File: src/rtl/iob_master.sv
`timescale 1ns/1ps
// iob_master: runs 68000-style bus cycles (including 6800 VPA/E/VMA cycles)
// on the slow C8M I/O bus on behalf of the I/O bridge slave.
// Ports:
//   CLK, nRES                 fast clock, async active-low reset
//   C8M, E                    asynchronous I/O bus clocks (synchronised here)
//   IOREQ, IORW, IOL0, IOU0   transfer request from the slave side
//   nDTACK, nVPA, nBERR       I/O bus termination inputs (synchronised here)
//   IOACT, IODONE, IOBERR     status back to the slave side
//   ALE0M                     hold of the primary address/data latch
//   nASout, nLDSout, nUDSout, nVMA, RnWout, nDoutOE   I/O bus controls
module iob_master #(
  parameter int unsigned TIMEOUT = 128,
  parameter int unsigned CW      = 8
) (
  input  logic CLK,
  input  logic nRES,
  input  logic C8M,
  input  logic E,
  input  logic IOREQ,
  input  logic IORW,
  input  logic IOL0,
  input  logic IOU0,
  input  logic nDTACK,
  input  logic nVPA,
  input  logic nBERR,
  output logic IOACT,
  output logic IODONE,
  output logic IOBERR,
  output logic ALE0M,
  output logic nASout,
  output logic nLDSout,
  output logic nUDSout,
  output logic nVMA,
  output logic RnWout,
  output logic nDoutOE
);

  localparam int unsigned NSYNC = 5;
  // Idle level of the synchronised inputs: clocks low, bus terminations negated.
  localparam logic [NSYNC-1:0] SYNC_RST = 5'b00111;

  typedef enum logic [3:0] {
    ST_IDLE, ST_ASRT, ST_DSTB, ST_WAIT, ST_EW0, ST_EW1, ST_EW2, ST_END, ST_REC
  } state_t;

  state_t          state;
  logic [CW-1:0]   cnt;
  logic            lds_req;
  logic            uds_req;

  // Two-flop synchronisers: {C8M, E, nDTACK, nVPA, nBERR}
  logic [NSYNC-1:0] sync1;
  logic [NSYNC-1:0] sync2;
  logic             c8m_prev;
  logic             e_prev;

  always_ff @(posedge CLK or negedge nRES) begin
    if (!nRES) begin
      sync1    <= SYNC_RST;
      sync2    <= SYNC_RST;
      c8m_prev <= 1'b0;
      e_prev   <= 1'b0;
    end else begin
      sync1    <= {C8M, E, nDTACK, nVPA, nBERR};
      sync2    <= sync1;
      c8m_prev <= sync2[4];
      e_prev   <= sync2[3];
    end
  end

  logic c8m_s, e_s, dtack_n_s, vpa_n_s, berr_n_s;
  logic rise8, fall8, erise, efall;
  logic [CW-1:0] cnt_inc;

  assign c8m_s     = sync2[4];
  assign e_s       = sync2[3];
  assign dtack_n_s = sync2[2];
  assign vpa_n_s   = sync2[1];
  assign berr_n_s  = sync2[0];
  assign rise8     = c8m_s & ~c8m_prev;
  assign fall8     = ~c8m_s & c8m_prev;
  assign erise     = e_s & ~e_prev;
  assign efall     = ~e_s & e_prev;
  assign cnt_inc   = cnt + CW'(1);

  // Bus-cycle sequencer; every transition is gated by a C8M or E edge strobe.
  always_ff @(posedge CLK or negedge nRES) begin
    if (!nRES) begin
      state   <= ST_IDLE;
      cnt     <= '0;
      lds_req <= 1'b0;
      uds_req <= 1'b0;
      IOACT   <= 1'b0;
      IODONE  <= 1'b0;
      IOBERR  <= 1'b0;
      ALE0M   <= 1'b0;
      nASout  <= 1'b1;
      nLDSout <= 1'b1;
      nUDSout <= 1'b1;
      nVMA    <= 1'b1;
      RnWout  <= 1'b1;
      nDoutOE <= 1'b1;
    end else begin
      IODONE <= 1'b0;
      case (state)
        ST_IDLE: begin
          if (rise8 && IOREQ) begin
            IOACT   <= 1'b1;
            ALE0M   <= 1'b1;
            IOBERR  <= 1'b0;
            RnWout  <= IORW;
            lds_req <= IOL0;
            uds_req <= IOU0;
            state   <= ST_ASRT;
          end
        end
        ST_ASRT: begin
          if (fall8) begin
            nASout <= 1'b0;
            // Reads strobe with AS; writes enable the data drivers first.
            if (RnWout) begin
              nLDSout <= ~lds_req;
              nUDSout <= ~uds_req;
            end else begin
              nDoutOE <= 1'b0;
            end
            state <= ST_DSTB;
          end
        end
        ST_DSTB: begin
          if (rise8) begin
            if (!RnWout) begin
              nLDSout <= ~lds_req;
              nUDSout <= ~uds_req;
            end
            cnt   <= '0;
            state <= ST_WAIT;
          end
        end
        ST_WAIT: begin
          // Termination priority: bus error, then DTACK, then VPA, then timeout.
          if (fall8) begin
            if (!berr_n_s) begin
              IOBERR <= 1'b1;
              state  <= ST_END;
            end else if (!dtack_n_s) begin
              state <= ST_END;
            end else if (!vpa_n_s) begin
              state <= ST_EW0;
            end else if (cnt_inc == CW'(TIMEOUT)) begin
              IOBERR <= 1'b1;
              state  <= ST_END;
            end else begin
              cnt <= cnt_inc;
            end
          end
        end
        ST_EW0: begin
          if (efall) begin
            nVMA  <= 1'b0;
            state <= ST_EW1;
          end
        end
        ST_EW1: begin
          if (erise) begin
            state <= ST_EW2;
          end
        end
        ST_EW2: begin
          if (efall) begin
            state <= ST_END;
          end
        end
        ST_END: begin
          if (fall8) begin
            nASout  <= 1'b1;
            nLDSout <= 1'b1;
            nUDSout <= 1'b1;
            nVMA    <= 1'b1;
            nDoutOE <= 1'b1;
            IODONE  <= 1'b1;
            state   <= ST_REC;
          end
        end
        ST_REC: begin
          if (rise8) begin
            IOACT  <= 1'b0;
            ALE0M  <= 1'b0;
            RnWout <= 1'b1;
            state  <= ST_IDLE;
          end
        end
        default: state <= ST_IDLE;
      endcase
    end
  end

endmodule

File: config.mk
export PLATFORM = sky130hd
export DESIGN_NAME = iob_master
export DESIGN_NICKNAME = d
export VERILOG_FILES = /design/src/rtl/iob_master.sv
export SDC_FILE = /design/constraint.sdc
export NUM_CORES = 1
export LEC_CHECK = 0
export CORE_ASPECT_RATIO = 1.25
export CORE_MARGIN = 2
export CORE_UTILIZATION = 52
export CTS_BUF_LIST = sky130_fd_sc_hd__clkbuf_4
export CTS_CLUSTER_DIAMETER = 80
export CTS_CLUSTER_SIZE = 14
export DETAILED_ROUTE_END_ITERATION = 16
export GPL_TIMING_DRIVEN = 1
export PLACE_DENSITY = 0.78
export SLEW_MARGIN = 20
export SYNTH_ARGS = -nofsm -noshare
export SYNTH_HDL_FRONTEND = slang
export SYNTH_SLANG_ARGS = --single-unit
File: constraint.sdc
create_clock -name CLK -period 2.12 [get_ports CLK]
set_clock_uncertainty 0.1 [all_clocks]
set_input_delay 0.212 -clock CLK [delete_from_list [all_inputs] [get_ports CLK]]
set_output_delay 0.212 -clock CLK [all_outputs]
set_load 0.02 [all_outputs]
==> results.toml, run 1 <==
[finish]
drive_gt1_share_pct = 25.4
syn2layout_area_growth_pct = 18.8
nets = 221
fin_util_pct = 64.3
n_antenna_cell = 0

[clock_tree]
htree_levels = 2
clockRootBuffer = "clkbuf_4"
cts.sinks = 35
cts_hold_buf = 0
cts.reportedPaths.clkPinSlew_ns = 0.12
cts_tree = "built"
clock_latency_ns = 0.35
cts_buffer_depth = 2
cts_made_buffers = 5

[grt]
grt_pass1_vias = 1560
grt_pass1_wl_microns = 7160
grt_max_degree = 36
antenna_found_initial = 0
grt_overflow_total = 0
track_usage_pct = 22.7

[logic_synthesis]
yosys_warnings = 0
ys_seq_area_share_pct = 47.6
synth-async-reset-ratio_pct = 100
synth-seq-cells = 35
synth_nets = 194
syn_area_sq_um = 1870
synth_edf_count = 0
syn-instance-count = 181
synthFlopType = "dfrtp_1"
synth.distinct_cells = 56
syn_area_per_cell_sq_um = 10.3

[drt]
postRouteAntennaNets = 0
drtIter0Drc = 77
dr.pass1.iters = 4
finalWirelength_microns = 4110
wl_per_cell_microns = 16.6
drc = 0
vias = 1527
via_per_inst = 6.16

[timing]
setup_slack_ns = 0.101
fin_crit_ns = 2.02
slew-limit-headroom_pct = 72.6
fmax_ghz = 0.495
final_max_slew_viol_count = 0
finalCritPeriodShare_pct = 95.2
setup_viol = 0
final-hold-violation-count = 0
worstMarginPinSlew_ns = 0.410

[critical_path]
reg2reg_setup_slack_ns = 0.10
r2r_start = "cnt[0]$_DFFE_PN0P_"
critPathKind = "reg2reg"
required_ns = 2.26
rr_worst_depth = 6
critPathLaunch = "cnt[0]$_DFFE_PN0P_"
path_cells = "ha_2 -> and3_4 -> nor4b_4 -> o221ai_4 -> o21a_4 -> a32o_2"
end_kind = "flop"
cp_slowest_stage_delay_ns = 0.40
crit_path_start_kind = "flop"
arrival_ns = 2.16
crit_path_max_fanout = 7
crit_slowest_cell = "dfrtp_1"
reg2reg_to = "cnt[1]$_DFFE_PN0P_"

[floorplanning]
dieArea_sq_um = 4100
rows = 24
die_h_microns = 71.1
dieWidth_microns = 57.6
io_pins = 21
coreArea_sq_um = 3450
initial_core_util_pct = 54.2

[power]
power_density_nw_per_um2 = 1050
leakage_nw = 0.904
ir_worst_vdd_mv = 0.805

[placed_design]
io_buffers = 20
hpwlAfterDp_microns = 3110
place_congestion = 0.844
dp_slack_ns = -0.00488

[job]
timing.max_cap.violations = 0

[worst_hold_path]
hold_path.class = "in2async"

[status]
status = "finished, final reports clean"
[layout by cell type (no fill, tap or decap), types with 3 or more instances in the layout]
cell and n:
dfrtp_1 22, dfstp_2 12, and2_1 3, nor3_1 3, a31oi_1 7, inv_1 6
mux2_2 5, and3_1 3, a21o_1 4, nor2_1 11, nand3_1 6, a41oi_1 5
clkbuf_4 5, nand2_1 16, buf_4 11, clkdlybuf4s50_1 20, o21ai_0 7, a21oi_1 5
nand2b_1 7
[critical path, delay by kind of cell (launching register included)]
| kind | cells | cell delay (ns) |
|---|---|---|
| simple gates | 2 | 0.50 |
| flops | 1 | 0.40 |
| compound gates | 3 | 0.70 |
| fa+ha+maj | 1 | 0.21 |
[state kept, by name, indices dropped and copies added (netlist names)]
signal,cells
sync1,5
c8m_prev,1
RnWout,1
nASout,1
sync2,5
nLDSout,1
cnt,8
nVMA,1
nUDSout,1
IODONE,1
ALE0M,1
lds_req,1
e_prev,1
state,4
nDoutOE,1
uds_req,1
IOBERR,1
[final cells by class]
class,count,area (sq um)
Clock inverter,3,20.0
Clock buffer,5,37.5
Inverter,6,22.5
Fill cell,265,1230
Tap cell,39,48.8
Timing Repair Buffer,31,283
Multi-Input combinational cell,129,918
Sequential cell,35,892
[logic make-up (layout without fill, tap and decap cells)]
family / Yosys count / count (layout) / synth area share (%)
mux: 5 / 5 / 3.01
fa+ha+maj: 2 / 2 / 1.34
flops: 35 / 35 / 47.6
buf+inv: 17 / 45 / 4.08
compound gates: 48 / 48 / 20.3
xor+xnor: 3 / 3 / 1.40
simple gates: 71 / 71 / 22.2
[synth_stat cells, types with 2 or more instances]
cell type	count	area, sq um
nor3b_1	2	15.0
dfrtp_1	23	576
and3_2	2	15.0
nor2b_1	2	12.5
and2_1	3	18.8
and4_4	2	22.5
xor2_1	2	17.5
o21ai_0	7	35.0
nor3_1	4	20.0
nand2b_1	7	43.8
buf_2	4	20.0
inv_1	6	22.5
nand4_1	2	12.5
a21oi_1	6	30.0
o22ai_1	2	12.5
a21o_1	4	30.0
nand2_1	16	60.1
nand3_1	6	30.0
mux2_2	5	56.3
and3_1	3	18.8
a31oi_1	7	43.8
nor2_1	11	41.3
a41oi_1	5	43.8
ha_1	2	25.0
buf_4	2	15.0
dfstp_2	12	315
clkbuf_1	5	18.8
[layer usage]
metal	vias up	global-route usage [%]	share of wire, %
li1	716	-	-
met1	739	24.9	38
met2	53	40.5	54
met3	19	4.39	4.8
met4	0	11.9	4.2
met5	-	0	0
[stage by stage]
step	hold WS, ns	TNS [ns]	area [sq um]	instances	power, W
after floorplan	-0.184	0	1870	181	0.00161
after global placement	0.236	0	2140	239	0.00192
after detailed placement	0.237	-0.00587	2140	239	0.00196
after CTS	0.147	0	2200	247	0.00233
after global routing	0.141	-0.00215	2220	248	0.00247
final	0.138	0	2220	248	0.00233
[where the power goes]
group | total [W] | switching, W | internal, W | leakage [nW]
sequential | 0.000976 | 0.000130 | 0.000847 | 0.416
clock | 0.000359 | 0.000233 | 0.000126 | 0.0272
combinational | 0.000996 | 0.000525 | 0.000471 | 0.462
total | 0.00233 | 0.000887 | 0.00144 | 0.904
[worst max-delay path by stage]
| stage | cells past startpoint | slack [ns] | to |
|---|---|---|---|
| after global routing | 7 | -0.002 | IOBERR$_DFFE_PN0P_ |
| after global placement | 6 | 0.06 | cnt[1]$_DFFE_PN0P_ |
| after detailed placement | 7 | -0.005 | IOBERR$_DFFE_PN0P_ |
| after floorplan | 6 | 0.02 | cnt[1]$_DFFE_PN0P_ |
| final | 6 | 0.10 | cnt[1]$_DFFE_PN0P_ |
| after CTS | 6 | 0.04 | cnt[1]$_DFFE_PN0P_ |
[repair_timing]
item,in CTS,in global routing
setup buffers,0,1
resized for setup,2,3
endpoints found under the setup margin,1,7
pin swaps,3,2
No activity file was read; power rests on OpenSTA's default activity.
==> run 2, diff against run 1 <==
--- a/config.mk
+++ b/config.mk
@@ -7,13 +7,13 @@
 export LEC_CHECK = 0
 export CORE_ASPECT_RATIO = 1.25
 export CORE_MARGIN = 2
-export CORE_UTILIZATION = 52
+export CORE_UTILIZATION = 62
 export CTS_BUF_LIST = sky130_fd_sc_hd__clkbuf_4
 export CTS_CLUSTER_DIAMETER = 80
 export CTS_CLUSTER_SIZE = 14
 export DETAILED_ROUTE_END_ITERATION = 16
 export GPL_TIMING_DRIVEN = 1
-export PLACE_DENSITY = 0.78
+export PLACE_DENSITY = 0.87
 export SLEW_MARGIN = 20
 export SYNTH_ARGS = -nofsm -noshare
 export SYNTH_HDL_FRONTEND = slang
==> constraint.sdc (replaced) <==
create_clock -name CLK -period 2.55 [get_ports CLK]
set_clock_uncertainty 0.1 [all_clocks]
set_input_delay 0.255 -clock CLK [delete_from_list [all_inputs] [get_ports CLK]]
set_output_delay 0.255 -clock CLK [all_outputs]
set_load 0.02 [all_outputs]
==> run 2 against run 1 <==
Against the previous run:
- die area fell by 15%
- flip-flop and latch count unchanged
- critical endpoint unchanged
- cell area fell by 1.8%
- non-clock buffer count shrank 9
- register-to-register slack improved by 0.17 ns
- clock power rose by 37%
==> results.toml, run 2 (same netlist as run 1, synthesis figures left out) <==
[status]
status = "finished, final reports clean"

[floorplanning]
dieWidth_microns = 53.1
coreArea_sq_um = 2920
initial_core_util_pct = 64.1
rows = 22
dieArea_sq_um = 3480
io_pins = 21
die_h_microns = 65.4

[finish]
final_common_cell = "dfrtp_1"
drive_gt1_share_pct = 20.0
fin_util_pct = 74.8
syn2layout_area_growth_pct = 16.7
regMostFlops = "cnt"
n_antenna_cell = 0
nets = 212
layout_common_cells = "23 x dfrtp_1, 20 x clkdlybuf4s50_1, 16 x nand2_1"
reg_top3 = "cnt: 8 flops, sync1: 5 flops, sync2: 5 flops"
largest_reg_flops = 8

[clock_tree]
cts_tree = "built"
clockRootBuffer = "clkbuf_4"
clock_latency_ns = 0.35
htree_levels = 2
cts_buffer_depth = 2
cts_made_buffers = 5
post_cts_resized = 0
cts_hold_buf = 0
cts_setup_buffers = 0
cts.reportedPaths.clkPinSlew_ns = 0.11
cts.sinks = 35

[critical_path]
required_ns = 2.70
critPathKind = "reg2reg"
crit_path_start_kind = "flop"
rr_worst_depth = 6
crit_path_max_fanout = 9
arrival_ns = 2.43
reg2reg_setup_slack_ns = 0.27
end_kind = "flop"

[drt]
finalWirelength_microns = 3710
vias = 1464
dr.pass1.iters = 5
drc = 0
via_per_inst = 6.20
postRouteAntennaNets = 0
drtIter0Drc = 59
wl_per_cell_microns = 15.7

[timing]
hold_ws_ns = 0.194
finalCritPeriodShare_pct = 89.4
rsz0062_at_grt = "false"
final_max_slew_viol_count = 0
setup_slack_ns = 0.271
fin_crit_ns = 2.28
final-hold-violation-count = 0
slew-limit-headroom_pct = 66.6
worstMarginPinSlew_ns = 0.497
fin_setup_tns_ns = 0
fmax_ghz = 0.439
setup_viol = 0

[grt]
grt_overflow_total = 0
track_usage_pct = 25.1
grt_pass1_wl_microns = 6370
grt_max_degree = 36
antenna_found_initial = 0
grt_pass1_vias = 1414

[power]
power_density_nw_per_um2 = 940
leakage_nw = 0.887
total_power_w = 0.00205
ir_worst_vdd_mv = 0.768

[placed_design]
io_buffers = 20
hpwlAfterDp_microns = 2690
place_congestion = 0.832
dp_slack_ns = 0.303

[worst_hold_path]
hold_path.class = "in2async"

[job]
timing.max_cap.violations = 0
run 2: cell count changes in the layout (fill, tap and decap cells not counted), sizes merged:
| cell | previous run | this run |
|---|---|---|
| clkinvlp | 2 | 1 |
| bufinv | 0 | 2 |
| buf | 11 | 2 |
| clkinv | 1 | 0 |
run 2: area by class of cell:
| cell class | instances | area [sq um] |
|---|---|---|
| Multi-Input combinational cell | 129 | 903 |
| Sequential cell | 35 | 891 |
| Fill cell | 197 | 736 |
| Timing Repair Buffer | 22 | 215 |
| Clock inverter | 3 | 67.6 |
| Tap cell | 36 | 45.0 |
| Clock buffer | 5 | 37.5 |
| Inverter | 6 | 22.5 |
run 2: stage by stage:
step	area (sq um)	instances
after floorplan	1870	181
after CTS	2180	236
after global routing	2180	236
final	2180	236
after global placement	2080	228
after detailed placement	2080	228
run 2: report_power, final:
group / switching [W] / internal (W)
sequential: 0.000148 / 0.000701
clock: 0.000188 / 0.000305
combinational: 0.000367 / 0.000342
run 2: worst max-delay path, stage by stage (launching register included):
cell and delay (ns):
dfrtp_1 0.46, ha_1 0.27, and3_2 0.27, nor4b_4 0.29, o221ai_4 0.22, o21a_4 0.30
a32o_2 0.26
run 2: path summary, 6_finish.rpt:
check	startpoint	endpoint
worst min register to register	sync1[2]$_DFF_PN1_	sync2[2]$_DFF_PN1_
max in group asynchronous	nRES	RnWout$_DFFE_PN1P_
worst max register to register	cnt[0]$_DFFE_PN0P_	cnt[1]$_DFFE_PN0P_
worst min-delay path	nRES	cnt[2]$_DFFE_PN0P_
worst max-delay path	cnt[0]$_DFFE_PN0P_	cnt[1]$_DFFE_PN0P_
min in group CLK	nVPA	sync1[1]$_DFF_PN1_
run 2: metal layers:
layer / track usage, % / vias up / share of wire (%)
li1: - / 701 / -
met1: 30.0 / 702 / 39
met2: 42.3 / 54 / 53
met3: 6.59 / 7 / 6.2
met4: 10.3 / 0 / 1.9
met5: 0 / - / 0
==> run 3, diff against run 2 <==
--- a/config.mk
+++ b/config.mk
@@ -5,7 +5,6 @@
 export SDC_FILE = /design/constraint.sdc
 export NUM_CORES = 1
 export LEC_CHECK = 0
-export CORE_ASPECT_RATIO = 1.25
 export CORE_MARGIN = 2
 export CORE_UTILIZATION = 62
 export CTS_BUF_LIST = sky130_fd_sc_hd__clkbuf_4
@@ -14,7 +13,6 @@
 export DETAILED_ROUTE_END_ITERATION = 16
 export GPL_TIMING_DRIVEN = 1
 export PLACE_DENSITY = 0.87
-export SLEW_MARGIN = 20
 export SYNTH_ARGS = -nofsm -noshare
 export SYNTH_HDL_FRONTEND = slang
 export SYNTH_SLANG_ARGS = --single-unit
==> run 3 against run 2 <==
Against the previous run:
- the run now ends with design-rule violations left
- flip-flop and latch count did not move
- combinational power fell by 1%
- register-to-register slack got worse by 0.02 ns
- non-clock buffer count fell by 1
- total power fell by 10%
- sequential power barely moved
- final cell count fell by 2.5%
- sequential share of layout area rose by 1.2 points
- via count rose by 0.61%
- global-route usage fell by 0.21 points
- critical path type unchanged
- highest routed layer unchanged
==> results.toml, run 3 (same netlist as run 1, synthesis figures left out) <==
[timing]
fin_crit_ns = 2.30
fmax_ghz = 0.435
finalCritPeriodShare_pct = 90.1
worstMarginPinSlew_ns = 0.590
slew-limit-headroom_pct = 60.6
final-hold-violation-count = 0
hold_ws_ns = 0.207
setup_slack_ns = 0.252
fin_setup_tns_ns = 0
rsz0062_at_grt = "false"
setup_viol = 0
final_max_slew_viol_count = 0

[grt]
use_met2_pct = 39.7
grt_pass1_vias = 1407
grt.met1_usage_pct = 34.2
grt_pass1_wl_microns = 6480
antenna_found_initial = 0
met3_usage_pct = 6.59
grt_max_degree = 36
track_usage_pct = 24.9
grt_overflow_total = 0
top_usage_layer = "met2"

[clock_tree]
cts.reportedPaths.clkPinSlew_ns = 0.11
clockRootBuffer = "clkbuf_4"
cts_made_buffers = 5
clock_latency_ns = 0.34
cts_hold_buf = 0
cts_tree = "built"
cts_buffer_depth = 2
cts_setup_buffers = 0
htree_levels = 2
cts.sinks = 35
post_cts_resized = 0

[floorplanning]
rows = 19
die_h_microns = 58.9
initial_core_util_pct = 66.7
dieArea_sq_um = 3470
io_pins = 21
dieWidth_microns = 58.9
coreArea_sq_um = 2810

[finish]
nets = 211
reg_top3 = "cnt: 8 flops, sync1: 5 flops, sync2: 5 flops"
seq_area_sq_um = 891
drive_gt1_share_pct = 19.6
final_common_cell = "dfrtp_1"
largest_reg_flops = 8
multi_input_area_sq_um = 903
regMostFlops = "cnt"
finalInstanceArea_sq_um = 2120
n_antenna_cell = 0
fillCellCount = 200
layout_common_cells = "23 x dfrtp_1, 20 x clkdlybuf4s50_1, 16 x nand2_1"
syn2layout_area_growth_pct = 13.4

[status]
violations = "design-rule violations"
status = "finished with violations"

[critical_path]
required_ns = 2.69
end_kind = "flop"
arrival_ns = 2.44
critPathKind = "reg2reg"
reg2reg_to = "cnt[1]$_DFFE_PN0P_"
crit_end = "cnt[1]$_DFFE_PN0P_"
crit_path_max_fanout = 9
reg2reg_setup_slack_ns = 0.25
crit_path_start_kind = "flop"
r2r_start = "cnt[0]$_DFFE_PN0P_"
rr_worst_depth = 6
critPathLaunch = "cnt[0]$_DFFE_PN0P_"

[placed_design]
place_congestion = 0.815
dpl-instance-area_sq_um = 2060
dp_slack_ns = 0.276
hpwlAfterDp_microns = 2760
io_buffers = 20

[power]
leakage_nw = 0.858
total_power_w = 0.00184
clockPowerShare_pct = 15.7
power_density_nw_per_um2 = 869
combPwrFrac_pct = 38.1
swShare_pct = 37.8
intPower_w = 0.00115
p_switching_w = 0.000697
seq_power_share_pct = 46.2
ir_worst_vdd_mv = 0.637

[drt]
drtIter0Drc = 76
wl_per_cell_microns = 16.1
drc = 1
finalWirelength_microns = 3700
postRouteAntennaNets = 0
via_per_inst = 6.40
vias = 1473
dr.pass1.iters = 11

[worst_hold_path]
hold_path.class = "in2async"

[job]
timing.max_cap.violations = 0
==> run 3: cell count changes in the layout (fill, tap and decap cells not counted) <==
cell	previous run	this run
bufinv_16	2	0
buf_4	2	1
clkinv_2	0	1
clkinvlp_4	1	2
==> run 3: worst min path at each step <==
| stage | start | to | depth (start not counted) |
|---|---|---|---|
| after floorplan | nRES | ALE0M$_DFFE_PN0P_ | 0 |
| after global routing | nBERR | sync1[0]$_DFF_PN1_ | 1 |
| after detailed placement | sync1[1]$_DFF_PN1_ | sync2[1]$_DFF_PN1_ | 0 |
| after global placement | sync1[4]$_DFF_PN0_ | sync2[4]$_DFF_PN0_ | 0 |
| final | nRES | state[3]$_DFFE_PN0P_ | 2 |
| after CTS | nVPA | sync1[1]$_DFF_PN1_ | 1 |
==> run 3: final cells by class <==
cell class / instances / share of cell area, %
multi-input cells: 129 / 42.6
repair buffers: 21 / 9.79
clock inverters: 3 / 0.944
flip-flops and latches: 35 / 42.0
inverters: 6 / 1.06
clock buffers: 5 / 1.77
well taps: 31 / 1.83
==> run 3: power by group through the flow <==
stage	clock network, W	logic (W)	registers, W
global route	0.000324	0.000771	0.000876
floorplan	0	0.000496	0.000845
CTS	0.000302	0.000703	0.000849
global placement	0	0.000680	0.000847
detailed placement	0	0.000698	0.000861
finish	0.000290	0.000702	0.000851
==> run 3: worst max-delay path, cell delays in order (launching register included) <==
cell and delay, ns:
dfrtp_1 0.47, ha_1 0.28, and3_2 0.27, nor4b_4 0.29
o221ai_4 0.22, o21a_4 0.30, a32o_2 0.27
==> run 3: routing by layer <==
metal  share of wire [%]  vias up
li1                    -      700
met5                   0        -
met3                 5.9       11
met4                 1.6        0
met1                  45      713
met2                  47       49
==> run 3: metrics by stage <==
| step | utilization [%] | cells |
|---|---|---|
| detailed placement | 73.6 | 222 |
| finish | 75.6 | 230 |
| floorplan | - | 181 |
| global placement | 73.6 | 222 |
| CTS | 75.6 | 230 |
| global route | 75.6 | 230 |
